### src/rtl/serial_subtractor.sv
// Bit-serial ripple-borrow subtractor: diff = a - b - borrow_in, LSB first,
// one bit per clock through a single borrow flop.
// Optional macro SUB_OVERFLOW_EN adds a registered two's-complement
// overflow output loaded alongside diff.
module serial_subtractor #(
    parameter int WIDTH = 4
) (
    input  logic             clk,
    input  logic             rst,
    input  logic             start,
    input  logic [WIDTH-1:0] a,
    input  logic [WIDTH-1:0] b,
    input  logic             borrow_in,
    output logic [WIDTH-1:0] diff,
    output logic             borrow_out,
`ifdef SUB_OVERFLOW_EN
    output logic             overflow,
`endif
    output logic             busy,
    output logic             done
);

    localparam int CW = (WIDTH > 1) ? $clog2(WIDTH) : 1;

    typedef enum logic [1:0] {
        IDLE,
        SHIFT,
        DONE
    } state_t;

    state_t           state;
    logic [WIDTH-1:0] a_sh;
    logic [WIDTH-1:0] b_sh;
    logic [WIDTH-1:0] res_sh;
    logic             br;
    logic [CW-1:0]    cnt;
`ifdef SUB_OVERFLOW_EN
    logic             a_msb;
    logic             b_msb;
`endif

    logic             a_i;
    logic             b_i;
    logic             d_i;
    logic             br_next;
    logic             last_bit;
    logic [WIDTH-1:0] res_next;

    // One full-subtractor cell acting on the current LSBs of the operand shifters
    always_comb begin
        a_i      = a_sh[0];
        b_i      = b_sh[0];
        d_i      = a_i ^ b_i ^ br;
        br_next  = (~a_i & b_i) | (~(a_i ^ b_i) & br);
        res_next = {d_i, res_sh[WIDTH-1:1]};
        last_bit = (cnt == CW'(WIDTH - 1));
    end

    // Control FSM with datapath shifters and registered outputs
    always_ff @(posedge clk) begin
        if (rst) begin
            state      <= IDLE;
            a_sh       <= '0;
            b_sh       <= '0;
            res_sh     <= '0;
            br         <= 1'b0;
            cnt        <= '0;
            diff       <= '0;
            borrow_out <= 1'b0;
            busy       <= 1'b0;
            done       <= 1'b0;
`ifdef SUB_OVERFLOW_EN
            a_msb      <= 1'b0;
            b_msb      <= 1'b0;
            overflow   <= 1'b0;
`endif
        end else begin
            case (state)
                IDLE, DONE: begin
                    done <= 1'b0;
                    if (start) begin
                        a_sh   <= a;
                        b_sh   <= b;
                        br     <= borrow_in;
                        res_sh <= '0;
                        cnt    <= '0;
                        busy   <= 1'b1;
                        state  <= SHIFT;
`ifdef SUB_OVERFLOW_EN
                        a_msb  <= a[WIDTH-1];
                        b_msb  <= b[WIDTH-1];
`endif
                    end else begin
                        state <= IDLE;
                    end
                end
                SHIFT: begin
                    a_sh   <= a_sh >> 1;
                    b_sh   <= b_sh >> 1;
                    br     <= br_next;
                    res_sh <= res_next;
                    cnt    <= cnt + 1'b1;
                    if (last_bit) begin
                        diff       <= res_next;
                        borrow_out <= br_next;
                        busy       <= 1'b0;
                        done       <= 1'b1;
                        state      <= DONE;
`ifdef SUB_OVERFLOW_EN
                        overflow   <= (a_msb != b_msb) && (d_i != a_msb);
`endif
                    end
                end
                default: state <= IDLE;
            endcase
        end
    end

endmodule

### config.mk
export PLATFORM = sky130hd
export DESIGN_NAME = serial_subtractor
export DESIGN_NICKNAME = d
export VERILOG_FILES = /design/src/rtl/serial_subtractor.sv
export SDC_FILE = /design/constraint.sdc
export NUM_CORES = 1
export LEC_CHECK = 0
export BUFFER_PORTS_ARGS = -buffer_cell sky130_fd_sc_hd__buf_2
export CAP_MARGIN = 20
export CORE_MARGIN = 2
export CORE_UTILIZATION = 47
export DETAILED_ROUTE_END_ITERATION = 16
export GPL_TIMING_DRIVEN = 0
export PLACE_DENSITY = 0.67
export SLEW_MARGIN = 20
export SYNTH_ARGS = -nofsm -noshare
export SYNTH_HDL_FRONTEND = slang
export SYNTH_SLANG_ARGS = --single-unit
### constraint.sdc
create_clock -name clk -period 1.8 [get_ports clk]
set_clock_uncertainty 0.1 [all_clocks]
set_input_delay 0.09 -clock clk [delete_from_list [all_inputs] [get_ports clk]]
set_output_delay 0.09 -clock clk [all_outputs]
set_load 0.02 [all_outputs]
# ---- Yosys cells after proc, flatten, opt, wreduce, memory -nomap -nowiden
# Index checks and enable logic that the tools add are counted.
dict set report word_totals {
  reg_bits 24
  in_bits 12
  output_inout_bits 7
  elab_cells 48
}
dict set report classes {
  add_sub_neg 1
  n_eq_ne 5
  muxes 18
  bitwise 7
  n_reduce_logical 7
}
# cell n
set op_table {}
lappend op_table {{case mux 4 bit (2 select lines)} 3}
lappend op_table {{two-way mux 4 bit} 3}
lappend op_table {{case mux 2 bit (2 select lines)} 2}
lappend op_table {{case mux 1 bit (2 select lines)} 3}
lappend op_table {{AND reduction 2 bit} 3}
lappend op_table {{two-way mux 1 bit} 5}
lappend op_table {{== test 2 bit, second input constant} 2}
lappend op_table {{two-way mux 2 bit} 2}
lappend op_table {{!= test 2 bit, second input constant} 2}
lappend op_table {{AND reduction 3 bit} 1}
lappend op_table {{adder 2 x 1 -> 2 bit, second input constant} 1}
lappend op_table {{bitwise AND 1 bit} 2}
lappend op_table {{== test 2 x 1 -> 1 bit, second input constant} 1}
lappend op_table {{logical NOT 2 bit} 1}
lappend op_table {{inverter 1 bit} 2}
lappend op_table {{nonzero test 2 bit} 1}
lappend op_table {{OR reduction 2 bit} 1}
lappend op_table {{XOR 1 bit} 2}
lappend op_table {{OR 1 bit} 1}

# ---- Logic depth before layout (Yosys ltp)
dict set report depth {
  depth_word 5
  depth_mapped 5
  depth_no_buf 4
}

# ---- Worst setup path after synthesis
# No wires, ideal clock.
dict set report synth_timing {
  path_kind {flip-flop to flip-flop}
  from {register cnt[0]}
  to {register busy}
  setup_ns 0.128
  arrival_ns 0.991
  required_ns 1.572
  slack_ns 0.582
  stages_incl_launch_ff 6
  path_buffers 1
  synth_period_minus_slack_ns 1.218
  cell_sequence {dfxtp_1 -> ha_1 -> buf_2 -> nand3b_1 -> a21oi_1 -> nor2_1}
}
dict set report synth_between {
  elab_chain_len 3
}
# element line_no
set synth_rtl {}
lappend synth_rtl {{start: declaration} 36} ;# logic [CW-1:0] cnt;
lappend synth_rtl {{start signal: assignment} 102} ;# cnt <= cnt + 1'b1;
lappend synth_rtl {{== test 2 bit} 56} ;# last_bit = (cnt == CW'(WIDTH - 1));
lappend synth_rtl {{!= test 2 bit (no source line)} n/a}
lappend synth_rtl {{AND reduction 3 bit (no source line)} n/a}
lappend synth_rtl {{end signal: assignment} 70} ;# busy <= 1'b0;
lappend synth_rtl {{end signal: assignment} 87} ;# busy <= 1'b1;
lappend synth_rtl {{end signal: assignment} 106} ;# busy <= 1'b0;
lappend synth_rtl {{end: declaration} 19} ;# output logic busy,
# No other way between the ends.
# A chain may end at the register's enable or synchronous reset.

# ---- Final worst setup path
# Same ends and word-level chain as after synthesis.

==> out/summary.md <==
• 871 — number of vias after detailed routing
• flop — category of the worst setup path launch point
• 77.7% — Final period util
• complete, no violations — outcome
• 21.3% — layout cells sized above 1
• 0 — leftover overflow at the end of global routing
• cnt[0]$_SDFFE_PP0P_ — origin of the critical flop-to-flop path
• 23 — Clock Sinks
• 2350 sq um — die outline area
• 2 — worst-case clock buffer depth
• 1.40 ns — final period demand of the worst path
• sky130_fd_sc_hd__dfxtp_1 — Synth Flop Type
• 0.40 ns — setup slack of the most critical reg-to-reg path
• 188 — number of filler instances in the final layout
• 3 — cts bufs inserted
• 0.31 ns — clk_lat worst skew
• 48.4 microns — die outline width
• b_sh[0]$_SDFFE_PP0P_ — destination of the worst hold path
• 49.6% — sequential share of the synthesized area
• 0 — number of warnings printed during yosys synthesis
• 156 — count of nets after finishing
• input port to flop — type of the tightest min-delay check
• start — beginning of the worst hold path
• 49.6% — post-synth top area share
• false — unrepaired setup endpoints after global routing
• 0 — max-cap violation count
• 0 — number of enable-type register cells in the synthesized netlist
• 16 — Cell Rows
• 0 — antenna-violating nets left
• 16.0% — combinational cell fraction of total power
• 13 — initial detailed-routing violation count
• 0.000941 W — power after layout
• 23 — number of synthesized register bits
• 4 — hold-critical path depth
• 0.504 mV — peak supply drop
• 1 — depth of the CTS H-tree
• 1340 microns — post-DP HPWL
• 0 — antenna diode count
• 8.52 sq um — Avg Synthesized Cell Area
• 26.8% — switching share of total power
• 0 ns — Sum Neg Setup Slack
• 12.0 microns — Routed wire per std cell
• 14 — largest net degree at the start of global routing
• 0 — DRC violation count after routing
• busy$_SDFFE_PP0P_ — reg2reg end
• 48.4 microns — Chip Height
• 5 — path depth of the worst reg2reg path
• sky130_fd_sc_hd__clkbuf_4 — cell at the root of the clock tree
• 849 — number of global-route vias before repair
• 4 — number of search-and-repair iterations in the first detailed-routing pass
• 69.1% — worst slew slack as a fraction of its limit
• 3520 microns — global-route wire length before repair
• 0 — Final setup violation count
• 1.50 ns — data arrival time of the critical path
• sky130_fd_sc_hd__dfxtp_1 — library cell with the largest summed area after synthesis
• built — clock tree from TritonCTS
• 0 — number of antenna violations at the first check in global routing
• 109 — post-synthesis cell count
• 19.0% — total routing usage reported by global routing
• 27.1% — Synth-to-Final Area Change
• 18 — PortBufs
• 798 nW/um^2 — power per unit of standard cell area
• 0 — number of instances resized during post-cts repair
• 0% — share of flip-flops with an asynchronous set or reset
• 0.000252 W — Switch Pwr
• sky130_fd_sc_hd__dfxtp_1, sky130_fd_sc_hd__nand2_1, sky130_fd_sc_hd__a21oi_1 — top area cells in the synthesized netlist
• 0.715 GHz — fmax
• 0.12 ns — clock-pin slew reported for the worst setup and hold paths after clock tree synthesis
• 5.18 — vias per inst
• flop — critical path endpoint category
• 928 sq um — synthesized cell area
• 48.8% — Initial Utilization
• 2020 microns — WL final
• 0.464 ns — Worst Max-Slew Pin Slew
• 25.2% — clock share of power
• flop to flop — crit path kind
• 21 — distinct cell type count after synthesis
• 0 — count of final hold-check violations
• 58.7% — sequential share of power
• 0.480 nW — LEAKAGE
• 0 — max-slew violation count
• 1900 sq um — core footprint
• 0.748 — gp weighted congestion
• 8 — worst-path fanout max
• 19 — Boundary Pins
• 0.000689 W — Internal Power
• 123 — post-synthesis net count
• 1.90 ns — data required time at the worst endpoint
-- stage by stage --
stage	hold slack (ns)	util [%]	setup slack, ns	instances	instance area, sq um
2_1_floorplan	0.0621	-	0.582	109	928
3_3_place_gp	0.221	55.3	0.412	154	1050
3_5_place_dp	0.228	55.3	0.417	154	1050
4_1_cts	0.0691	62.0	0.401	168	1180
5_1_grt	0.103	62.0	0.349	168	1180
6_report	0.0809	62.0	0.401	168	1180
-- flip-flops by register name, summed over array words and instances, names as in the netlist --
signal	count
diff	4
b_sh	4
br	1
state	2
a_sh	4
busy	1
borrow_out	1
done	1
res_sh	3
cnt	2
-- Yosys cell counts, types with 2 or more instances --
cell                       instances
sky130_fd_sc_hd__dfxtp_1          23
sky130_fd_sc_hd__nand2_1          23
sky130_fd_sc_hd__a21oi_1          15
sky130_fd_sc_hd__nand3_1          12
sky130_fd_sc_hd__nor2_1            9
sky130_fd_sc_hd__a311oi_1          6
sky130_fd_sc_hd__buf_2             4
sky130_fd_sc_hd__clkbuf_1          2
sky130_fd_sc_hd__inv_1             2
sky130_fd_sc_hd__nand2b_1          2
-- power by group through the flow --
stage / logic [W] / clock network, W / registers (W)
floorplan: 0.0000921 / 0 / 0.000562
global placement: 0.000131 / 0 / 0.000563
global route: 0.000170 / 0.000269 / 0.000555
finish: 0.000151 / 0.000237 / 0.000553
detailed placement: 0.000133 / 0 / 0.000564
CTS: 0.000149 / 0.000245 / 0.000552
-- critical path: stages, from the launching register on --
cell	delay, ns
sky130_fd_sc_hd__dfxtp_1	0.37
sky130_fd_sc_hd__ha_1	0.14
sky130_fd_sc_hd__buf_2	0.17
sky130_fd_sc_hd__nand3b_1	0.25
sky130_fd_sc_hd__a21oi_1	0.21
sky130_fd_sc_hd__nor2_1	0.05
-- cells by family after synthesis --
logic type | count (synthesis) | synth area share (%)
AO/OA/AOI/OAI | 24 | 17.1
adder cells (fa/ha/maj) | 2 | 3.50
buffers and inverters | 10 | 5.80
flip-flops | 23 | 49.6
AND/OR/NAND/NOR | 50 | 24.0
-- metal layers --
layer | GRT usage (%) | share of wire, %
met3 | 2.78 | 3.2
met2 | 34.7 | 52
met1 | 22.5 | 44
met5 | 0 | 0
met4 | 7.14 | 1.0
-- worst max-delay path by stage --
stage | startpoint | to | cells after the start
3_5_place_dp | cnt[0]$_SDFFE_PP0P_ | busy$_SDFFE_PP0P_ | 5
6_report | cnt[0]$_SDFFE_PP0P_ | busy$_SDFFE_PP0P_ | 5
2_1_floorplan | cnt[0]$_SDFFE_PP0P_ | busy$_SDFFE_PP0P_ | 5
4_1_cts | cnt[0]$_SDFFE_PP0P_ | busy$_SDFFE_PP0P_ | 5
3_3_place_gp | cnt[0]$_SDFFE_PP0P_ | busy$_SDFFE_PP0P_ | 5
5_1_grt | cnt[0]$_SDFFE_PP0P_ | busy$_SDFFE_PP0P_ | 5
-- cells in the final DEF, fill, tap and decap left out, drive strengths merged, types with 2 or more instances in the layout --
master / synthesis / final
a21oi: 15 / 15
a311oi: 7 / 7
inv: 2 / 2
nand2: 23 / 23
clkbuf: 2 / 5
buf: 6 / 24
nand3: 12 / 12
dfxtp: 23 / 23
dlygate4sd3: 0 / 10
nor2: 9 / 9
nand2b: 3 / 3
-- timing repair --
action,in CTS,in global routing
setup buffers,0,0
hold endpoints to repair,10,0
hold buffers,10,0
-- final cells by class --
cell class                 count  area, sq um  area share [%]
sequential                    23          460            39.0
inverter                       2         7.51           0.636
multi-input combinational     76          414            35.1
clock inverter                 1         5.00           0.424
buffer                         8         46.3            3.92
tap                           27         33.8            2.86
timing repair buffer          28          190            16.1
clock buffer                   3         22.5            1.91
No activity file was read; power rests on OpenSTA's default activity.
